File: config.mk
export PLATFORM = sky130hd
export DESIGN_NAME = padder
export DESIGN_NICKNAME = d
export VERILOG_FILES = /design/src/rtl/sha3_pkg.sv /design/src/rtl/padder1.sv /design/src/rtl/padder.sv
export SDC_FILE = /design/constraint.sdc
export NUM_CORES = 1
export LEC_CHECK = 0
export BUFFER_PORTS_ARGS = -buffer_cell sky130_fd_sc_hd__clkbuf_2
export CAP_MARGIN = 20
export CORE_AREA = 8 8 234 236
export DETAILED_ROUTE_END_ITERATION = 6
export DIE_AREA = 0 0 242 244
export PLACE_DENSITY = 0.74
export SLEW_MARGIN = 20
export SYNTH_ARGS = -nofsm -noshare
export SYNTH_HDL_FRONTEND = slang
export SYNTH_SLANG_ARGS = --single-unit
export TNS_END_PERCENT = 10
File: constraint.sdc
create_clock -name clk -period 1.9 [get_ports clk]
set_input_delay 0.475 -clock clk [delete_from_list [all_inputs] [get_ports clk]]
set_output_delay 0.475 -clock clk [all_outputs]
set_load 0.05 [all_outputs]
File: src/rtl/sha3_pkg.sv
// Shared constants and state encoding for the SHA-3 input padder.
package sha3_pkg;

    localparam int RATE_WORDS = 18;

    localparam logic [7:0] PAD_START = 8'h01;
    localparam logic [7:0] PAD_END   = 8'h80;

    typedef enum logic [1:0] {
        ACCEPT  = 2'd0,
        PADFILL = 2'd1,
        FULL    = 2'd2
    } state_t;

endpackage

File: src/rtl/padder1.sv
// Final-word formatter: keeps the first byte_num bytes, inserts the 0x01
// pad byte right after them and zeroes the rest.
module padder1
    import sha3_pkg::*;
(
    input  logic [31:0] in,
    input  logic [1:0]  byte_num,
    output logic [31:0] out
);

    always_comb begin
        out = '0;
        unique case (byte_num)
            2'd0: out = {PAD_START, 24'h000000};
            2'd1: out = {in[31:24], PAD_START, 16'h0000};
            2'd2: out = {in[31:16], PAD_START, 8'h00};
            2'd3: out = {in[31:8], PAD_START};
            default: out = '0;
        endcase
    end

endmodule

File: src/rtl/padder.sv
// Collects 32-bit message words into one rate-sized block and appends the
// SHA-3 pad (0x01 ... 0x80) so that it always ends in the current block.
//
// state   | meaning
// ACCEPT  | taking message words from the producer
// PADFILL | message ended early; shifting in zero words until the block is full
// FULL    | block complete on out; waiting for f_ack
module padder
    import sha3_pkg::*;
#(
    parameter int RATE_WORDS = sha3_pkg::RATE_WORDS
) (
    input  logic                    clk,
    input  logic                    reset_n,
    input  logic [31:0]             in,
    input  logic                    in_ready,
    input  logic                    is_last,
    input  logic [1:0]              byte_num,
    output logic                    buffer_full,
    output logic [32*RATE_WORDS-1:0] out,
    output logic                    out_ready,
    output logic                    out_last,
    input  logic                    f_ack
);

    localparam int CNT_W = $clog2(RATE_WORDS + 1);

    state_t           state;
    state_t           state_next;
    logic [CNT_W-1:0] count;
    logic             done;
    logic [31:0]      in_padded;
    logic [31:0]      shift_word;
    logic             shift_en;
    logic             last_taken;
    logic             clr;
    logic             at_end;

    padder1 u_padder1 (
        .in       (in),
        .byte_num (byte_num),
        .out      (in_padded)
    );

    assign at_end = (count == CNT_W'(RATE_WORDS - 1));

    always_ff @(posedge clk or negedge reset_n) begin
        if (!reset_n) begin
            state <= ACCEPT;
        end else begin
            state <= state_next;
        end
    end

    always_comb begin
        state_next = state;
        shift_en   = 1'b0;
        shift_word = '0;
        last_taken = 1'b0;
        clr        = 1'b0;
        unique case (state)
            ACCEPT: begin
                if (in_ready) begin
                    shift_en   = 1'b1;
                    last_taken = is_last;
                    shift_word = is_last ? in_padded : in;
                    // the closing 0x80 only belongs to the final block
                    if (is_last && at_end) begin
                        shift_word[7:0] = shift_word[7:0] | PAD_END;
                    end
                    if (at_end) begin
                        state_next = FULL;
                    end else if (is_last) begin
                        state_next = PADFILL;
                    end
                end
            end
            PADFILL: begin
                shift_en = 1'b1;
                if (at_end) begin
                    shift_word[7:0] = PAD_END;
                    state_next      = FULL;
                end
            end
            FULL: begin
                if (f_ack) begin
                    clr        = 1'b1;
                    state_next = ACCEPT;
                end
            end
            default: state_next = ACCEPT;
        endcase
    end

    always_ff @(posedge clk or negedge reset_n) begin
        if (!reset_n) begin
            count <= '0;
            out   <= '0;
            done  <= 1'b0;
        end else begin
            if (clr) begin
                count <= '0;
                done  <= 1'b0;
            end else if (shift_en) begin
                count <= count + 1'b1;
                out   <= {out[32*RATE_WORDS-33:0], shift_word};
                if (last_taken) begin
                    done <= 1'b1;
                end
            end
        end
    end

    assign out_ready   = (state == FULL);
    assign buffer_full = (state != ACCEPT);
    assign out_last    = out_ready && done;

endmodule

# ---- Yosys cells after proc, flatten, opt, wreduce, memory -nomap -nowiden
# Cells that the tools add are included.
# W data, S select, Z words.
dict set report classes {
  addsub 1
  n_eq_ne 10
  muxes 24
  n_bitwise 1
  reduce_logical 10
}
# cell n
set ops {}
lappend ops {{$pmux W32 S4} 1}
lappend ops {{$mux W32} 2}
lappend ops {{$mux W24} 1}
lappend ops {{$mux W8} 2}
lappend ops {{$pmux W8 S2} 1}
lappend ops {{$mux W2} 5}
lappend ops {{$mux W5} 2}
lappend ops {{$mux W1} 8}
lappend ops {{$eq A2 B2 Y1 const B} 3}
lappend ops {{$pmux W2 S3} 1}
lappend ops {{$reduce_bool A2 Y1} 3}
lappend ops {{$add A5 B1 Y5 const B} 1}
lappend ops {{$eq A5 B5 Y1 const B} 1}
lappend ops {{$eq A2 B1 Y1 const B} 2}
lappend ops {{$logic_not A2 Y1} 2}
lappend ops {{$ne A2 B2 Y1 const B} 2}
lappend ops {{$reduce_and A2 Y1} 2}
lappend ops {{$reduce_and A4 Y1} 1}
lappend ops {{$ne A3 B3 Y1 const B} 1}
lappend ops {{$logic_and A1 B1 Y1} 2}
lappend ops {{$ne A2 B1 Y1 const B} 1}
lappend ops {{$pmux W1 S2} 1}
lappend ops {{$not A1 Y1} 1}
dict set report totals {
  regBits 584
  output_inout_bits 579
  word_cells 50
}

# ---- Longest topological paths before layout
dict set report logic_depth {
  word_depth 6
  depth_mapped 7
  ltp_nobuf 5
}

# ---- Hierarchy
# From an unflattened synthesis, not the netlist that was laid out.
dict set report hier_totals {
  hier_cells 2518
  hier_area_um2 22880.7
}
# mod n_inst cells_per_inst area_each_um2
set modules_own_cells {}
lappend modules_own_cells {padder 1 2481 22635.5}
lappend modules_own_cells {padder1 1 37 245.2}

# ---- Worst setup path after synthesis
# No wires, ideal clock.
dict set report synth_timing {
  kind {register -> output}
  startpoint {register state[0]}
  endpoint {output port out_last}
  arrival_time_ns 1.798
  required_time_ns 1.425
  slack_ns -0.373
  stages_incl_launch_ff 4
  cell_sequence {dfrtp_1 > buf_2 > nor2b_1 > and2_1}
}
dict set report synth_between {
  elab_chain_cells 2
}
# element line
set synth_lines {}
lappend synth_lines {{start: declaration} padder.sv:28} ;# state_t state;
lappend synth_lines {{start signal: assignment} padder.sv:51} ;# state <= state_next;
lappend synth_lines {{$eq A2 B2 Y1} padder.sv:114} ;# assign out_ready = (state == FULL);
lappend synth_lines {{via out_ready} padder.sv:21} ;# output logic out_ready,
lappend synth_lines {{$logic_and A1 B1 Y1} padder.sv:116} ;# assign out_last = out_ready && done;
lappend synth_lines {{end: declaration} padder.sv:22} ;# output logic out_last,
# The timed path passes the listed nets, and every way through them passes these cells.

# ---- Final worst setup path
dict set report layout_timing {
  startpoint {register state[0]}
  endpoint {output port out_last}
}
dict set report layout_between {
  elab_chain_cells 2
}
# element line
set layout_lines {}
lappend layout_lines {{$eq A2 B2 Y1} padder.sv:114}
lappend layout_lines {{$logic_and A1 B1 Y1} padder.sv:116}
# Every way passes these cells.

==> flow_metrics.py <==
metrics = {
    "cts": {
        "clock_sink_count": 584,
        "root_buffer": "clkbuf_16",
        "cts_buffers": 59,
        "clkTransAtPathRegs_ns": 0.06,
        "cts_tree": "yes",
        "h-tree-depth": 2,
        "worstSkewPairLatency_ns": 0.60,
        "max-clock-path-buffers": 3,
    },
    "floorplan": {
        "die_y_um": 244,
        "dieArea_sq_um": 59000,
        "die_x_um": 242,
        "boundaryPins": 618,
        "row_count": 83,
        "start_util_pct": 43.3,
        "fp.coreArea_sq_um": 50900,
    },
    "global_routing": {
        "grt_max_degree": 74,
        "grt_util_met3_pct": 7.22,
        "track_usage_pct": 25.0,
        "grt_pass1_vias": 19051,
        "use_met2_pct": 42.3,
        "grt-busiest-layer": "met2",
        "met1_usage_pct": 30.6,
        "antenna_found_initial": 0,
        "grt_overflow": 0,
        "grt_pass1_wl_um": 116000,
    },
    "outcome": {
        "violations": "setup timing",
        "status": "finished, violations left",
    },
    "sta": {
        "fin_ws_ns": -0.0817,
        "fmax_ghz": 0.505,
        "rsz0062_at_grt": "true",
        "skew_ns": 0.0145,
        "worstMarginPinSlew_ns": 0.417,
        "hold_violations": 0,
        "setup_violations": 3,
        "drv_slew": 0,
        "finalCritPeriodShare_pct": 104,
        "post-route-min-period_ns": 1.98,
        "slew_headroom_pct": 72.3,
    },
    "pwr": {
        "ir_drop_uv": 1180,
        "sw_frac_of_total_pct": 50.7,
        "p_clk_share_pct": 21.0,
        "p_total_w": 0.0584,
        "net-switching-power_w": 0.0296,
        "p_leak_nw": 17.3,
        "comb_power_share_pct": 44.1,
        "p_seq_share_pct": 34.9,
        "power_density_nw_per_um2": 2040,
        "internal_power_w": 0.0288,
    },
    "detailed_routing": {
        "vias": 18794,
        "routed_wl_um": 75400,
        "detail_route.wl_per_cell_um": 19.9,
        "dr.pass1.iters": 5,
        "ant_nets": 0,
        "drt_iter0_markers": 1539,
        "drt-vias-per-instance": 4.95,
        "drc_errors": 0,
    },
    "synth": {
        "syn_nets": 2467,
        "synth_cell_types": 34,
        "netlist_area_sq_um": 22000,
        "yosys_warnings": 0,
        "ys_ff_latch": 584,
        "synth_seq_area_share_pct": 66.3,
        "synthCells": 2426,
        "synth.avg_cell_area_sq_um": 9.09,
    },
    "placed_design": {
        "dp_hpwl_um": 57000,
        "dp.cells": 3687,
        "portBuffers": 617,
        "gp_congestion": 0.888,
        "pre_cts_ws_ns": 0.148,
    },
    "critical_path": {
        "cp-end-kind": "primary output",
        "critPathRequiredTime_ns": 1.42,
        "worst-r2r-cell-count": 7,
        "crit_type": "register to primary output",
        "cp_data_arrival_time_ns": 1.51,
        "cp_max_fo": 3,
        "start_kind": "register",
    },
    "finish": {
        "nets": 3113,
        "drive_gt1_share_pct": 26.4,
        "area_growth_pct": 30.2,
        "antenna_cells": 0,
        "instances_no_fill": 3796,
    },
    "job": {
        "maxCapViolCount": 0,
    },
    "min_path": {
        "hold_depth": 2,
        "hp-class": "primary input to register",
    },
}
[registers in the layout, summed over array words and instances (netlist names)]
name   count
out      576
state      2
done       1
count      5
[synth_stat cells (all sizes together)]
cell type  instances  area, sq um
and2               1         6.26
o21ba              1         10.0
xnor2              1         8.76
or3b               1         8.76
inv                5         18.8
or3                2         12.5
o31ai              2         15.0
a31oi              1         6.26
nor2               8         45.0
ha                 2         25.0
dfrtp            584        14600
nor3               1         5.00
nor4b              1         15.0
nand2           1635         6140
and3b              1         8.76
nand3              2         10.0
clkbuf            24         90.1
o22a               1         8.76
nor4bb             1         10.0
a21oi              5         36.3
nor3b              2         15.0
a22o              30          263
buf              104          594
a21o               1         7.51
mux2               1         11.3
o21bai             1         11.3
o21ai              4         20.0
or2                1         6.26
nor2b              2         12.5
o2bb2ai            1         8.76
[per-stage QoR]
step	hold WS, ns	utilization (%)	instance area (sq um)	TNS (ns)
after floorplan	0.179	-	22000	0
after global placement	0.408	52.0	26500	0
after detailed placement	0.403	52.0	26500	0
after CTS	0.0514	56.4	28700	-0.183
after global routing	0.0601	56.4	28700	-0.450
final	0.0921	56.4	28700	-0.112
[area by class of cell]
cell class                 count  area [sq um]
fill                        4432         22200
timing repair buffer         713          4410
sequential                   584         14600
clock buffer                  83          1660
multi-input combinational   1709          6750
clock inverter                22           375
tap                          680           851
inverter                       5          18.8
[cell usage in the layout (no fill, tap or decap), drive strengths merged, types with 2 or more instances in the layout]
cell type and n:
a21oi 5, a22o 30, buf 103, bufinv 10, clkbuf 692, clkinv 9
clkinvlp 2, dfrtp 584, ha 2, inv 6, nand2 1635, nand3 2
nor2 8, nor2b 2, nor3b 2, o21ai 4, o31ai 2, or3 2
[worst max-delay path, stage by stage (launching register included)]
cell and delay (ns):
dfrtp_2 0.44, nor2b_4 0.15, and2_4 0.16, clkbuf_16 0.15
[power groups by stage]
stage               logic (W)  registers [W]  clock network (W)
floorplan             0.00505         0.0321                  0
global placement       0.0254         0.0205                  0
detailed placement     0.0257         0.0205                  0
CTS                    0.0260         0.0204             0.0124
global route           0.0271         0.0208             0.0129
finish                 0.0258         0.0204             0.0122
[routing by layer]
layer | vias to the layer above | wire, um
li1 | 8685 | -
met1 | 9219 | 29300
met2 | 742 | 36900
met3 | 148 | 6470
met4 | 0 | 2760
met5 | - | 0
[cells by family after synthesis]
kind of cell             Yosys count  share of synthesized area (%)
adder cells (fa/ha/maj)            2                          0.114
AND/OR/NAND/NOR                 1658                           28.5
buffers and inverters            133                           3.19
flip-flops                       584                           66.3
AO/OA/AOI/OAI                     47                           1.75
XOR/XNOR                           1                         0.0397
multiplexers                       1                         0.0511
[worst paths after layout]
path | end | slack [ns] | from
min in group asynchronous | out[409]$_DFFE_PN0P_ | 0.40 | reset_n
setup reg to reg | out[224]$_DFFE_PN0P_ | 0.06 | state[1]$_DFFE_PN0P_
hold reg to reg | out[565]$_DFFE_PN0P_ | 0.47 | out[565]$_DFFE_PN0P_
hold / removal | out[27]$_DFFE_PN0P_ | 0.09 | in[27]
setup / recovery | out_last | -0.08 | state[0]$_DFFE_PN0P_
max in group asynchronous | out[259]$_DFFE_PN0P_ | 0.76 | reset_n
[repair_timing]
action | in CTS | in global routing
endpoints found under the hold margin | 14 | 0
resized for setup | 54 | 10
setup endpoints to repair | 36 | 34
buffers inserted | 3 | 0
hold buffers | 1 | 0
pin swaps | 1 | 0
Power figures use the tool's default switching activity.
